<file path="config.mk">
export PLATFORM = sky130hd
export DESIGN_NAME = serial_adder
export DESIGN_NICKNAME = d
export VERILOG_FILES = /design/src/rtl/serial_adder_pkg.sv /design/src/rtl/full_adder_1bit.sv /design/src/rtl/serial_adder.sv
export SDC_FILE = /design/constraint.sdc
export NUM_CORES = 1
export LEC_CHECK = 0
export ABC_AREA = 1
export CELL_PAD_IN_SITES_DETAIL_PLACEMENT = 2
export CELL_PAD_IN_SITES_GLOBAL_PLACEMENT = 2
export CORE_MARGIN = 5
export CORE_UTILIZATION = 26
export CTS_CLUSTER_DIAMETER = 30
export DETAILED_ROUTE_END_ITERATION = 12
export PLACE_DENSITY_LB_ADDON = 0.1
export RECOVER_POWER = 25
export SLEW_MARGIN = 0
export SYNTH_ARGS = -nofsm -noshare
export SYNTH_HDL_FRONTEND = slang
export SYNTH_SLANG_ARGS = --single-unit
export TNS_END_PERCENT = 5
</file>
<file path="constraint.sdc">
create_clock -name clock -period 1.4 [get_ports clock]
set_clock_uncertainty 0.1 [all_clocks]
set_input_delay 0.14 -clock clock [delete_from_list [all_inputs] [get_ports clock]]
set_output_delay 0.14 -clock clock [all_outputs]
set_load 0.005 [all_outputs]
</file>
<file path="src/rtl/serial_adder_pkg.sv">
// Shared types for serial_adder: FSM state encoding and default operand width.
// Imported by the top; the per-bit adder cell needs nothing from here.
package serial_adder_pkg;

   localparam int DEFAULT_WIDTH = 8;

   typedef enum logic [1:0] {
      IDLE = 2'd0,
      RUN  = 2'd1,
      DONE = 2'd2
   } state_t;

endpackage

</file>
<file path="src/rtl/full_adder_1bit.sv">
// One-bit full adder, purely combinational (zero latency, no flow control).
// Serial_adder reuses this single cell for every bit position, one bit per cycle.
module full_adder_1bit (
   input  logic a,
   input  logic b,
   input  logic cin,
   output logic sum,
   output logic cout
);

   assign sum  = a ^ b ^ cin;
   assign cout = (a & b) | (a & cin) | (b & cin);

endmodule

</file>
<file path="src/rtl/serial_adder.sv">
// Bit-serial adder: result and done appear WIDTH+1 edges after start is first seen; start is ignored while busy.
// Optional signed-overflow output enabled by defining SERIAL_ADDER_OVF_EN.
module serial_adder
   import serial_adder_pkg::*;
#(
   parameter int WIDTH = DEFAULT_WIDTH
) (
   input  logic             clock,
   input  logic             reset,
   input  logic             start,
   input  logic [WIDTH-1:0] a,
   input  logic [WIDTH-1:0] b,
   input  logic             cin,
   output logic             busy,
   output logic             done,
   output logic [WIDTH-1:0] sum,
   output logic             cout
`ifdef SERIAL_ADDER_OVF_EN
   ,
   output logic             ovf
`endif
);

   localparam int CW = $clog2(WIDTH + 1);

   state_t           state_q, state_d;
   logic [WIDTH-1:0] a_q, a_d;
   logic [WIDTH-1:0] b_q, b_d;
   logic [WIDTH-1:0] res_q, res_d;
   logic [WIDTH-1:0] sum_q, sum_d;
   logic             carry_q, carry_d;
   logic             cout_q, cout_d;
   logic [CW-1:0]    cnt_q, cnt_d;
`ifdef SERIAL_ADDER_OVF_EN
   logic             ovf_q, ovf_d;
`endif

   logic             accept;
   logic             step;
   logic             last_bit;
   logic             fa_sum;
   logic             fa_cout;

   assign last_bit = (state_q == RUN) && (cnt_q == CW'(WIDTH - 1));

   full_adder_1bit u_fa (
      .a    (a_q[0]),
      .b    (b_q[0]),
      .cin  (carry_q),
      .sum  (fa_sum),
      .cout (fa_cout)
   );

   always_ff @(posedge clock) begin
      if (reset) begin
         state_q <= IDLE;
      end else begin
         state_q <= state_d;
      end
   end

   always_comb begin
      state_d = state_q;
      case (state_q)
         IDLE:    if (start) state_d = RUN;
         RUN:     if (last_bit) state_d = DONE;
         DONE:    state_d = start ? RUN : IDLE;
         default: state_d = IDLE;
      endcase
   end

   always_comb begin
      busy   = (state_q == RUN);
      done   = (state_q == DONE);
      step   = (state_q == RUN);
      accept = start && ((state_q == IDLE) || (state_q == DONE));
   end

   // Visible sum/cout are loaded only on the final bit so they stay stable while the
   // internal result register is still filling from the MSB side.
   always_comb begin
      a_d     = a_q;
      b_d     = b_q;
      res_d   = res_q;
      sum_d   = sum_q;
      carry_d = carry_q;
      cout_d  = cout_q;
      cnt_d   = cnt_q;
`ifdef SERIAL_ADDER_OVF_EN
      ovf_d   = ovf_q;
`endif
      if (accept) begin
         a_d     = a;
         b_d     = b;
         carry_d = cin;
         res_d   = '0;
         cnt_d   = '0;
      end else if (step) begin
         a_d     = a_q >> 1;
         b_d     = b_q >> 1;
         carry_d = fa_cout;
         res_d   = {fa_sum, res_q[WIDTH-1:1]};
         cnt_d   = cnt_q + CW'(1);
         if (last_bit) begin
            sum_d  = {fa_sum, res_q[WIDTH-1:1]};
            cout_d = fa_cout;
`ifdef SERIAL_ADDER_OVF_EN
            ovf_d  = carry_q ^ fa_cout;
`endif
         end
      end
   end

   always_ff @(posedge clock) begin
      if (reset) begin
         a_q     <= '0;
         b_q     <= '0;
         res_q   <= '0;
         sum_q   <= '0;
         carry_q <= 1'b0;
         cout_q  <= 1'b0;
         cnt_q   <= '0;
`ifdef SERIAL_ADDER_OVF_EN
         ovf_q   <= 1'b0;
`endif
      end else begin
         a_q     <= a_d;
         b_q     <= b_d;
         res_q   <= res_d;
         sum_q   <= sum_d;
         carry_q <= carry_d;
         cout_q  <= cout_d;
         cnt_q   <= cnt_d;
`ifdef SERIAL_ADDER_OVF_EN
         ovf_q   <= ovf_d;
`endif
      end
   end

   assign sum  = sum_q;
   assign cout = cout_q;
`ifdef SERIAL_ADDER_OVF_EN
   assign ovf  = ovf_q;
`endif

endmodule

</file>
==> results of run 1 <==
-- repair_timing --
action,CTS,global route
gates resized for setup,5,18
gates cloned,0,0
buffers inserted,0,0
endpoints found under the setup margin,4,27
-- final timing paths --
check | from | endpoint | slack (ns) | cells after the start
worst min-delay path | b[7] | b_q[7] | 0.33 | 3
worst max register to register | state_q[0] | b_q[6] | 0.10 | 7
worst min register to register | sum[1] | sum[1] | 0.36 | 2
worst max-delay path | sum[2] | sum[2] | 0.05 | 1
-- stage by stage --
step | hold slack (ns) | instance area (um^2) | cells | util | TNS [ns]
floorplan | 0.175 | 1760 | 249 | - | 0
global placement | 0.352 | 2260 | 371 | 0.338 | -0.547
detailed placement | 0.357 | 2260 | 371 | 0.338 | -1.22
CTS | 0.328 | 2380 | 379 | 0.356 | 0
global route | 0.329 | 2400 | 379 | 0.360 | -0.00118
finish | 0.331 | 2400 | 379 | 0.360 | 0
-- kinds of logic (layout without fill, tap and decap cells) --
kind of cell | after synthesis | in the layout | synth area share
AO/OA/AOI/OAI | 32 | 32 | 0.0911
AND/OR/NAND/NOR | 128 | 128 | 0.310
adder cells (fa/ha/maj) | 2 | 2 | 0.0185
flip-flops | 39 | 39 | 0.444
XOR/XNOR | 1 | 1 | 0.00498
buffers and inverters | 47 | 97 | 0.131
-- metal layers --
layer / routed length [um] / vias up
met3: 116 / 2
li1: - / 863
met5: 0 / -
met4: 21 / 0
met1: 2240 / 782
met2: 2290 / 18
-- synthesized netlist by cell type --
master    count  area share
nor2_4        1      0.0064
nand2_1      64        0.14
o21ai_1       1      0.0028
buf_1         1      0.0021
inv_1        32       0.068
nand2_4       2       0.013
a21oi_1      18       0.051
ha_1          1      0.0071
nor2_1       29       0.062
buf_4         2      0.0085
nand3_1      30       0.085
dfxtp_1      39        0.44
xor2_1        1      0.0050
fa_1          1       0.011
buf_2         1      0.0028
inv_2         4      0.0085
clkbuf_1      1      0.0021
o21ai_0      13       0.037
nor2_2        1      0.0036
buf_6         6       0.038
nand2_2       1      0.0036
-- cell type report --
cell class                      instances  area share
Timing Repair Buffer                   53       0.206
Sequential cell                        39       0.327
Clock inverter                          3      0.0182
Tap cell                               80      0.0416
Clock buffer                            5      0.0286
Inverter                               36      0.0583
Multi-Input combinational cell        163       0.320
-- power breakdown --
group | switching, mW | internal (mW) | total (mW) | leakage, nW
sequential | 0.0290 | 1.16 | 1.19 | 0.321
clock | 0.417 | 0.531 | 0.948 | 0.0581
combinational | 0.212 | 0.182 | 0.394 | 0.676
-- flip-flops by register name (all words and copies together) (netlist names) --
name	count
a_q	8
b_q	8
carry_q	1
cnt_q	4
cout	1
res_q	7
state_q	2
sum	8
==> run metrics, run 1 <==
Synth Register Bits=39; Initial Util=0.263; Pwr Total=2.53 mW; fin worst setup slack=around 0.05 ns; nets@finish=320; Seq/Total Area, Yosys=0.444; critical path's top delay family=buffers and inverters; leading cell type in the layout, fill and taps excluded=nand2_1; root buf cell=clkbuf_8; Crit Path Class=reg -> out; Pleak=~1.1 nW; Unique masters post-synth=21; Slew headroom=0.832; die area=around 8500 um^2; MaxCap Viol Count=0; CP startpoint kind=flop; GRT Resource Usage Total=0.118; Iter 0 DRT Violations=55; Multi-input gate area=771 um^2; Worst Path Buf+Inv=1; dpl ws=-0.0872 ns; P per Cell Area=~1100 nW/um^2; commonest cells after routing, fill and taps aside=nand2_1, dfxtp_1, inv_1; post-route ant nets=0; busiest grt layer=met2; Slowest-stage cell, CP=clkdlybuf4s50_1; worst-margin pin slew=roughly 0.25 ns; gpl congestion=approximately 0.66; IO Pins=31; CTS Hold Buffers Added=0; routed via count=between 1500 and 2000; Fillers=approximately 800; Reg area=around 800 um^2; Placeable Area=6680 um^2; I/O Buffers=30; status=finished clean; M2 GR Usage=0.200; DP HPWL=roughly 3.5 mm; first-pass GRT wire length=8.09 mm; row count=30; DIE WIDTH=92.2 um; met1 GRT Util=0.151; initial antenna violation count=0; Chip Height=approximately 92 um; met3 usage=0.0246; max incr delay on CP=between 0.4 and 0.5 ns; fin. max-slew vios=0; Max VDD drop=503 uV; CTS clk-pin slew, worst paths=about 0.08 ns; global route overflow=0; # DRC=0; clk_lat worst skew=approximately 0.29 ns; vias in the first global route=1764; CTS H-tree depth=2; Worst EP arrival=roughly 1.1 ns; critical path fanouts, max=2; FMAX=around 0.74 GHz; period utilisation layout=0.964; Mapped Nets=between 200 and 300; Avg WL per Cell=around 12 um; worst hold path type=in -> reg; crit path capture type=output port; # clock sinks=39; router iterations before antenna repair=4; TritonCTS clock tree=built; mapped cell area=around 1800 um^2; Ant. Diodes=0; minimum clock period after layout=between 1 and 1.5 ns; Synth Instances=around 250; Area Growth Syn to Fin=36.8%; DR vias/cell=4.39; final wirelength=roughly 4.7 mm; clk buf depth=2; crit path cell chain=clkdlybuf4s50_1; WP data required=approximately 1.2 ns; Synthesis Warnings=0; proportion of layout cells with a drive suffix above 1=0.164; Final Setup Violations=0; largest net degree at the start of global routing=30; Avg Synthesized Cell Area=between 7 and 8 um^2; TritonCTS Buffers=5; Final Hold Fails=0
Power figures use the tool's default switching activity.
==> inputs of run 2 (changes only) <==
ABC_CLOCK_PERIOD_IN_PS = 1400   (was unset)
SLEW_MARGIN = 20   (was 0)
==> results of run 2 <==
The final DEF is identical to that of run 1; final timing and power are the same.
==> inputs of run 3 (changes only) <==
ABC_CLOCK_PERIOD_IN_PS = 1100   (was 1400)
clock period = 1.1 ns   (was 1.4 ns; I/O delays follow)
==> run 3 against run 2 <==
  * Wire length increased by 11%
  * Critical endpoint is now a_q[0]
  * Final cell count increased by 2.6%
  * Worst setup slack got worse by 0.19 ns
  * First-iteration DRC count decreased by 9.1%
  * Non-clock buffer count increased by 9
  * Sequential power increased by 28%
  * Register-to-register slack got worse by 0.24 ns
  * Sequential share of layout area decreased by 2.1 points
  * The flow now finishes with violations (negative setup slack)
  * Combinational power increased by 56%
  * Highest routed layer unchanged
  * Cell area increased by 8.1%
==> run metrics, run 3 (synthesized netlist as in run 1, its figures left out) <==
first-pass GRT wire length=a little over 8 mm; Fillers=~800; setup TNS=-2.57 ns; row count=30; largest net degree at the start of global routing=19; worst-margin pin slew=roughly 0.44 ns; clk buf depth=2; P per Cell Area=1200 nW/um^2; Final Setup Violations=39; fin cells=389; nets@finish=330; proportion of layout cells with a drive suffix above 1=0.269; IO Pins=31; Final Hold Fails=0; critical path fanouts, max=8; DIE WIDTH=92.2 um; Sw Ratio=0.291; CP startpoint kind=flop; fin. max-slew vios=0; Area Growth Syn to Fin=47.9%; failing checks=negative setup slack; Chip Height=92.2 um; Reg area=between 700 and 800 um^2; Iter 0 DRT Violations=50; period utilisation layout=1.13; global route overflow=0; Slew headroom=0.707; I/O Buffers=30; DR vias/cell=approximately 4.6; MaxCap Viol Count=0; commonest cells after routing, fill and taps aside=nand2_1, inv_1, nor2_1, dfxtp_1, nand3_1; initial antenna violation count=0; die area=between 8000 and 9000 um^2; Pleak=approximately 1.1 nW; Worst EP arrival=1.36 ns; vias in the first global route=about 1800; routed via count=1779; RSZ-0062 raised after global routing=true; clk_lat worst skew=0.29 ns; Max VDD drop=579 uV; power share of the sequential group=0.487; post-route ant nets=0; Initial Util=0.263; WP data required=1.22 ns; Clock power frac=0.317; GRT Resource Usage Total=0.121; final wirelength=between 5 and 6 mm; Sw Pwr=approximately 0.91 mW; Gate power share=0.196; CTS H-tree depth=2; root buf cell=clkbuf_8; FMAX=just over 0.8 GHz; # clock sinks=39; Ant. Diodes=0; worst hold path type=in -> reg; Internal=between 2 and 2.5 mW; fin worst setup slack=-0.138 ns; Cells after DPL=roughly 380; # DRC=0; CTS clk-pin slew, worst paths=approximately 0.08 ns; leading cell type in the layout, fill and taps excluded=nand2_1; Multi-input gate area=~860 um^2; crit path capture type=flop; CTS Hold Buffers Added=0; Crit Path Class=reg -> reg; TritonCTS Buffers=5; Placeable Area=6680 um^2; DP HPWL=~3.7 mm; router iterations before antenna repair=4; status=finished with violations; minimum clock period after layout=1.24 ns; gpl congestion=0.735; TritonCTS clock tree=built; Avg WL per Cell=between 10 and 15 um
-- run 3: changes by cell type in the layout (fill, tap and decap cells not counted), moves of 3 or more --
cell             before  now
clkdlybuf4s15_1       0    6
clkdlybuf4s25_1       3    0
nand2_2               0    5
dfxtp_1              34   28
o21ai_0              12    8
nand2_1              64   58
dfxtp_2               5   10
a21oi_1              18   11
clkdlybuf4s50_1      24   18
buf_6                 0    6
a21oi_2               0    7
o21ai_1               2    5
-- run 3: power by group through the flow --
stage / Combinational, mW / Clock (mW) / Sequential [mW]
2_1_floorplan: 0.294 / 0 / 1.54
3_3_place_gp: 0.478 / 0 / 1.55
3_5_place_dp: 0.491 / 0 / 1.56
4_1_cts: 0.514 / 1.05 / 1.52
5_1_grt: 0.683 / 1.12 / 1.53
6_report: 0.614 / 0.990 / 1.52
-- run 3: worst paths after layout --
kind,from,end,slack [ns],cells after the start
hold reg to reg,sum[1],sum[1],0.36,2
hold / removal,a[7],a_q[7],0.31,3
setup reg to reg,state_q[0],a_q[0],-0.14,6
setup / recovery,state_q[0],a_q[0],-0.14,6
-- run 3: stage by stage --
step / power [mW] / hold slack [ns] / utilization / setup WS (ns) / area [um^2]
6_report: 3.13 / 0.310 / 0.389 / -0.138 / 2600
2_1_floorplan: 1.83 / 0.145 / - / -0.0762 / 1790
4_1_cts: 3.08 / 0.307 / 0.364 / -0.212 / 2430
5_1_grt: 3.33 / 0.318 / 0.389 / -0.247 / 2600
3_3_place_gp: 2.03 / 0.351 / 0.347 / -0.379 / 2320
3_5_place_dp: 2.05 / 0.353 / 0.347 / -0.410 / 2320
-- run 3: critical path, stage by stage, from the launching register on --
cell and delay (ns):
dfxtp_4 0.38, buf_6 0.14, inv_8 0.05, nand2_8 0.10, clkbuf_16 0.16, nand3_1 0.08
a21oi_1 0.16
-- run 3: what timing repair did --
item	4_1_cts	5_1_grt
endpoints found under the hold margin	0	0
setup endpoints to repair	50	47
pin swaps	3	11
gates resized for setup	38	46
buffers inserted	1	1
cloned	0	2
-- run 3: layout make-up --
type	instances	share of cell area
inverter	36	0.0597
tap	80	0.0385
multi-input combinational	164	0.333
sequential	39	0.307
timing repair buffer	62	0.229
clock inverter	3	0.00770
clock buffer	5	0.0265
-- run 3: routing by layer --
layer / global-route usage / part of all wire
met1: 0.148 / 0.44
met2: 0.211 / 0.52
met3: 0.0254 / 0.026
met4: 0.0408 / 0.012
met5: 0 / 0
==> RTL edit 1 (settings of run 3) <==
Build with the macro `SERIAL_ADDER_OVF_EN` defined.
--- a/src/rtl/serial_adder.sv
+++ b/src/rtl/serial_adder.sv
@@ -1,5 +1,7 @@
 // Bit-serial adder: result and done appear WIDTH+1 edges after start is first seen; start is ignored while busy.
 // Optional signed-overflow output enabled by defining SERIAL_ADDER_OVF_EN.
+`define SERIAL_ADDER_OVF_EN
+
 module serial_adder
    import serial_adder_pkg::*;
 #(
Check against the original RTL (old outputs only; new: ovf): equivalent (Yosys induction, for registers that start in step).
==> RTL edit 1 against run 3 <==
The run still ends with setup timing left. Fmax down 2.3%. Sequential share of layout area is 0.44 points lower. Power up 12%. Cell area is 4.3% higher. Routed wire length up 4.2%. Sequential cell count grew 1. Worst setup slack worse by 29 ps. Clock power rose by 28%. Synthesized area grew 5.3%. Combinational power grew 4.6%.
==> RTL edit 1: results (changes against run 3) <==
GPL Wtd Cong 0.706 (was 0.735); Unique masters post-synth 23 (was 21); failing checks setup timing (unchanged); final worst slack -168 ps (was -138 ps); Mapped Nets 272 (was 271); status finished, violations left (unchanged); DP HPWL 3720 µm (was 3700 µm); leakage power 1.18 nW (was 1.12 nW); first-pass GRT wire length 9230 µm (was 8260 µm); 1st-iter DRT viols 45 (was 50); critical path's largest stage delay 360 ps (was 380 ps); synth top area cells dfxtp_1 (43%), nand2_1 (8.7%), nand3_1 (8.1%), inv_1 (7.7%), nor2_1 (6.1%) (was dfxtp_1 (44%), nand2_1 (14%), nand3_1 (8.5%), inv_1 (6.8%), nor2_1 (6.2%)); CTS buffer count 5 (unchanged); final setup vio count 42 (was 39); sw power 0.000974 W (was 0.000910 W); post-synthesis sequential area ratio 0.433 (was 0.444); Nets 331 (was 330); CTS H-tree depth 2 (unchanged); Peak VDD IR 0.000614 V (was 0.000579 V); Port Buf Inserts 31 (was 30); Total Wirelength 5370 µm (was 5160 µm); Ys Warns 0 (unchanged); gr usage total 0.131 (was 0.121); Root Buffer clkbuf_8 (unchanged); CP Max Fanout 11 (was 8); layout cells sized above 1 0.294 (was 0.269); Post-synth top cells nand2_1 (43), dfxtp_1 (40), inv_1 (38) (was nand2_1 (64), dfxtp_1 (39), inv_1 (32)); worst path arrival time 1360 ps (about the same); Max transition margin 0.831 (was 0.707); vias in the first global route 1,948 (was 1,792); via count 1,760 (was 1,779); pre-CTS WS -381 ps (was -410 ps)
## RTL edit 1: changes by cell type after synthesis, sizes merged, moves of 2 or more
cell and change:
nand2 -19, o21ai +9, inv +6, buf +2, nor2 +2
## RTL edit 1: worst paths after layout
| path | start | end | slack [ps] | cells past startpoint |
|---|---|---|---|---|
| worst max-delay path | state_q[0] | res_q[3] | -170 | 6 |
| worst min-delay path | reset | state_q[1] | 60 | 2 |
| worst max register to register | state_q[0] | res_q[3] | -170 | 6 |
| worst min register to register | cout | cout | 380 | 2 |
## RTL edit 1: power by group through the flow
stage | registers (W) | clock network (W) | logic, W
3_5_place_dp | 0.00161 | 0 | 0.000539
3_3_place_gp | 0.00160 | 0 | 0.000528
5_1_grt | 0.00159 | 0.00139 | 0.000725
4_1_cts | 0.00158 | 0.00133 | 0.000604
6_report | 0.00158 | 0.00127 | 0.000642
2_1_floorplan | 0.00160 | 0 | 0.000334
## RTL edit 1: layout make-up
cell class                 instances  area [µm²]
sequential                        40         820
clock buffer                       5        68.8
clock inverter                     3        46.3
timing repair buffer              63         598
fill                             805        4160
tap                               96         120
inverter                          42         175
multi-input combinational        157         885
## RTL edit 1: kinds of logic after synthesis
kind of cell	share of synthesized area
compound gates	0.113
xor+xnor	0.00473
fa+ha+maj	0.0176
buf+inv	0.152
flops	0.433
simple gates	0.280
## RTL edit 1: repair_timing
item	4_1_cts	5_1_grt
setup endpoints to repair	52	46
resized for setup	61	40
buffers inserted	2	5
pin swaps	8	14
gates cloned	0	1
## RTL edit 1: through the flow
| step | power (W) | std cells | TNS (ps) | area, µm² | hold WS [ps] |
|---|---|---|---|---|---|
| final | 0.00349 | 406 | -4690 | 2710 | 58.3 |
| after global routing | 0.00370 | 406 | -7410 | 2710 | 90.3 |
| after CTS | 0.00351 | 402 | -5390 | 2630 | 299 |
| after detailed placement | 0.00215 | 392 | -13190 | 2400 | 364 |
| after global placement | 0.00213 | 392 | -12770 | 2400 | 360 |
| after floorplan | 0.00193 | 250 | -971 | 1870 | 145 |
## RTL edit 1: metal layers
layer | GRT usage | share of wire | wire [µm] | up-vias
met5 | 0 | 0 | 0 | -
li1 | - | - | - | 893
met2 | 0.227 | 0.52 | 2810 | 24
met4 | 0.0325 | 0.0091 | 49 | 0
met1 | 0.165 | 0.44 | 2360 | 838
met3 | 0.0271 | 0.028 | 151 | 5
==> RTL edit 2 (settings of run 3) <==
Without the edit above. Re-encode `state_t` (3 states) as one-hot, 3 bits wide.
--- a/src/rtl/serial_adder_pkg.sv
+++ b/src/rtl/serial_adder_pkg.sv
@@ -4,10 +4,10 @@
 
    localparam int DEFAULT_WIDTH = 8;
 
-   typedef enum logic [1:0] {
-      IDLE = 2'd0,
-      RUN  = 2'd1,
-      DONE = 2'd2
+   typedef enum logic [2:0] {
+      IDLE = 3'b001,
+      RUN  = 3'b010,
+      DONE = 3'b100
    } state_t;
 
 endpackage
Check against the original RTL: no difference found for any inputs over 10 cycles, from zero or initial values and one cycle with reset high; not proved beyond that.
==> RTL edit 2 against run 3 <==
The flow still finishes with violations (setup timing). Routed wire length increased by 5.2%. Worst hold slack got worse by 25 ps. Worst setup slack worse by 120 ps. Power grew 4.6%. Sequential cell count rose by 1. First-iteration DRC count fell by 30%. Clock power grew 24%. Critical path depth is 1 lower. Count of clock-buffer cells in the layout did not move. Cell area grew 0.14%. Synthesized area increased by 0.85%. Via count decreased by 0.96%. Highest routed layer unchanged.
==> RTL edit 2: results (changes against run 3) <==
met2 WL post-DR 2830 µm (was 2700 µm); cell type with the largest total area after synthesis dfxtp_1 (unchanged); Vias/cell 4.79 (was 4.57); Post-CTS Setup Inserts 0 (was 1); Port Buf Inserts 30 (unchanged); actual slew at the worst max-slew pin 305 ps (was 439 ps); CTS buffer count 5 (unchanged); GPL Wtd Cong 0.696 (was 0.735); Reg clk slew, reported paths 80 ps (about the same); synth top area cells dfxtp_1 (45%), nand2_1 (17%), a21oi_1 (10%), nand3_1 (7.6%), nand3b_1 (3.8%) (was dfxtp_1 (44%), nand2_1 (14%), nand3_1 (8.5%), inv_1 (6.8%), nor2_1 (6.2%)); worst r2r path cells 5 (was 6); DP HPWL 3760 µm (was 3700 µm); Mapped Nets 263 (was 271); largest net degree at the start of global routing 29 (was 19); Post-synth top cells nand2_1 (81), dfxtp_1 (40), a21oi_1 (37) (was nand2_1 (64), dfxtp_1 (39), inv_1 (32)); Peak VDD IR 0.000621 V (was 0.000579 V); Unique masters post-synth 20 (was 21); CTS Buffer Depth 2 (unchanged); Clock Latency Late Sink 300 ps; initial antenna violation count 0 (unchanged); TritonRoute pass-1 iters 4 (unchanged); Post-synth ARST share 0 (unchanged); Total Neg Setup Slack -7370 ps (was -2570 ps); CP Max Fanout 20 (was 8); vias in the first global route 1,868 (was 1,792); Int Power 0.00242 W (was 0.00222 W); Root Buffer clkbuf_8 (unchanged); status finished, violations left (unchanged); final setup vio count 42 (was 39); routed len/inst 14.7 µm (was 13.3 µm); reg2reg start state_q[2] (was state_q[0]); failing checks setup timing (unchanged); metal3 WL 155 µm (was 133 µm); worst path arrival time 1490 ps (was 1360 ps); top sig layer met4 (unchanged); post-synthesis sequential area ratio 0.452 (was 0.444); HP Class in2reg (unchanged); capturing point of the worst reg2reg path a_q[6] (was a_q[0]); gr usage total 0.134 (was 0.121); 1st-iter DRT viols 35 (was 50); final worst slack -255 ps (was -138 ps); CTS H-tree depth 2 (unchanged); layout cells sized above 1 0.306 (was 0.269); launch point of the worst path state_q[2] (was state_q[0]); number of diodes 0 (unchanged); leakage power 0.985 nW (was 1.12 nW); Ys Warns 0 (unchanged); first-pass GRT wire length 9000 µm (was 8260 µm); Nets 309 (was 330); wl on met1 2380 µm (was 2260 µm); CP Capture Type flip-flop (unchanged)
## RTL edit 2: cell count changes in the layout (fill, tap and decap cells not counted), sizes merged, moves of 2 or more
cell / before / now
nand2: 68 / 85
clkdlybuf4s15: 6 / 8
nand3b: 0 / 9
a21oi: 18 / 37
nand3: 30 / 28
nor2: 31 / 8
inv: 36 / 14
o21ai: 14 / 1
buf: 33 / 26
## RTL edit 2: metal layers
layer  vias to the layer above  global-route usage
met4                         0              0.0446
met3                         7              0.0268
met1                       865               0.153
met2                        19               0.247
li1                        871                   -
met5                         -                   0
## RTL edit 2: worst max-delay path: stages, from the launching register on
cell	delay, ps
dfxtp_1	380
inv_2	70
nand2_2	110
buf_4	310
nand3_1	160
a21oi_2	150
## RTL edit 2: final cells by class
class                           instances  area [µm²]
Clock inverter                          3        42.5
Tap cell                               80         100
Fill cell                             789        4120
Clock buffer                            5        68.8
Sequential cell                        40         816
Multi-Input combinational cell        171         973
Inverter                               14        57.6
Timing Repair Buffer                   55         546
## RTL edit 2: cell families after synthesis
family          synth area share
compound gates             0.107
fa+ha+maj                 0.0183
buf+inv                   0.0903
flops                      0.452
simple gates               0.332
## RTL edit 2: power by group through the flow
stage / sequential (W) / clock [W] / combinational [W]
after global placement: 0.00158 / 0 / 0.000451
final: 0.00155 / 0.00123 / 0.000496
after detailed placement: 0.00158 / 0 / 0.000459
after floorplan: 0.00157 / 0 / 0.000266
after global routing: 0.00155 / 0.00135 / 0.000555
after CTS: 0.00155 / 0.00128 / 0.000474
## RTL edit 2: through the flow
step                      cell area (µm²)  std cells  setup slack (ps)   util  hold WS, ps
after floorplan                      1870        241              -114      -          175
after global placement               2360        359              -247  0.351          350
after detailed placement             2360        359              -265  0.351          356
after CTS                            2500        367              -252  0.372          281
after global routing                 2600        368              -336  0.388          296
final                                2600        368              -255  0.388          285
## RTL edit 2: repair_timing
item	CTS	global route
resized for setup	35	28
pin swaps	14	9
setup endpoints to repair	51	48
cloned	0	1
## RTL edit 2: worst min path at each step
stage / start / to / cells after the start
after CTS: b[7] / b_q[7] / 3
after detailed placement: sum[3] / sum[3] / 2
after global routing: b[7] / b_q[7] / 3
final: b[7] / b_q[7] / 3
after global placement: sum[2] / sum[2] / 2
after floorplan: a[7] / a_q[7] / 2
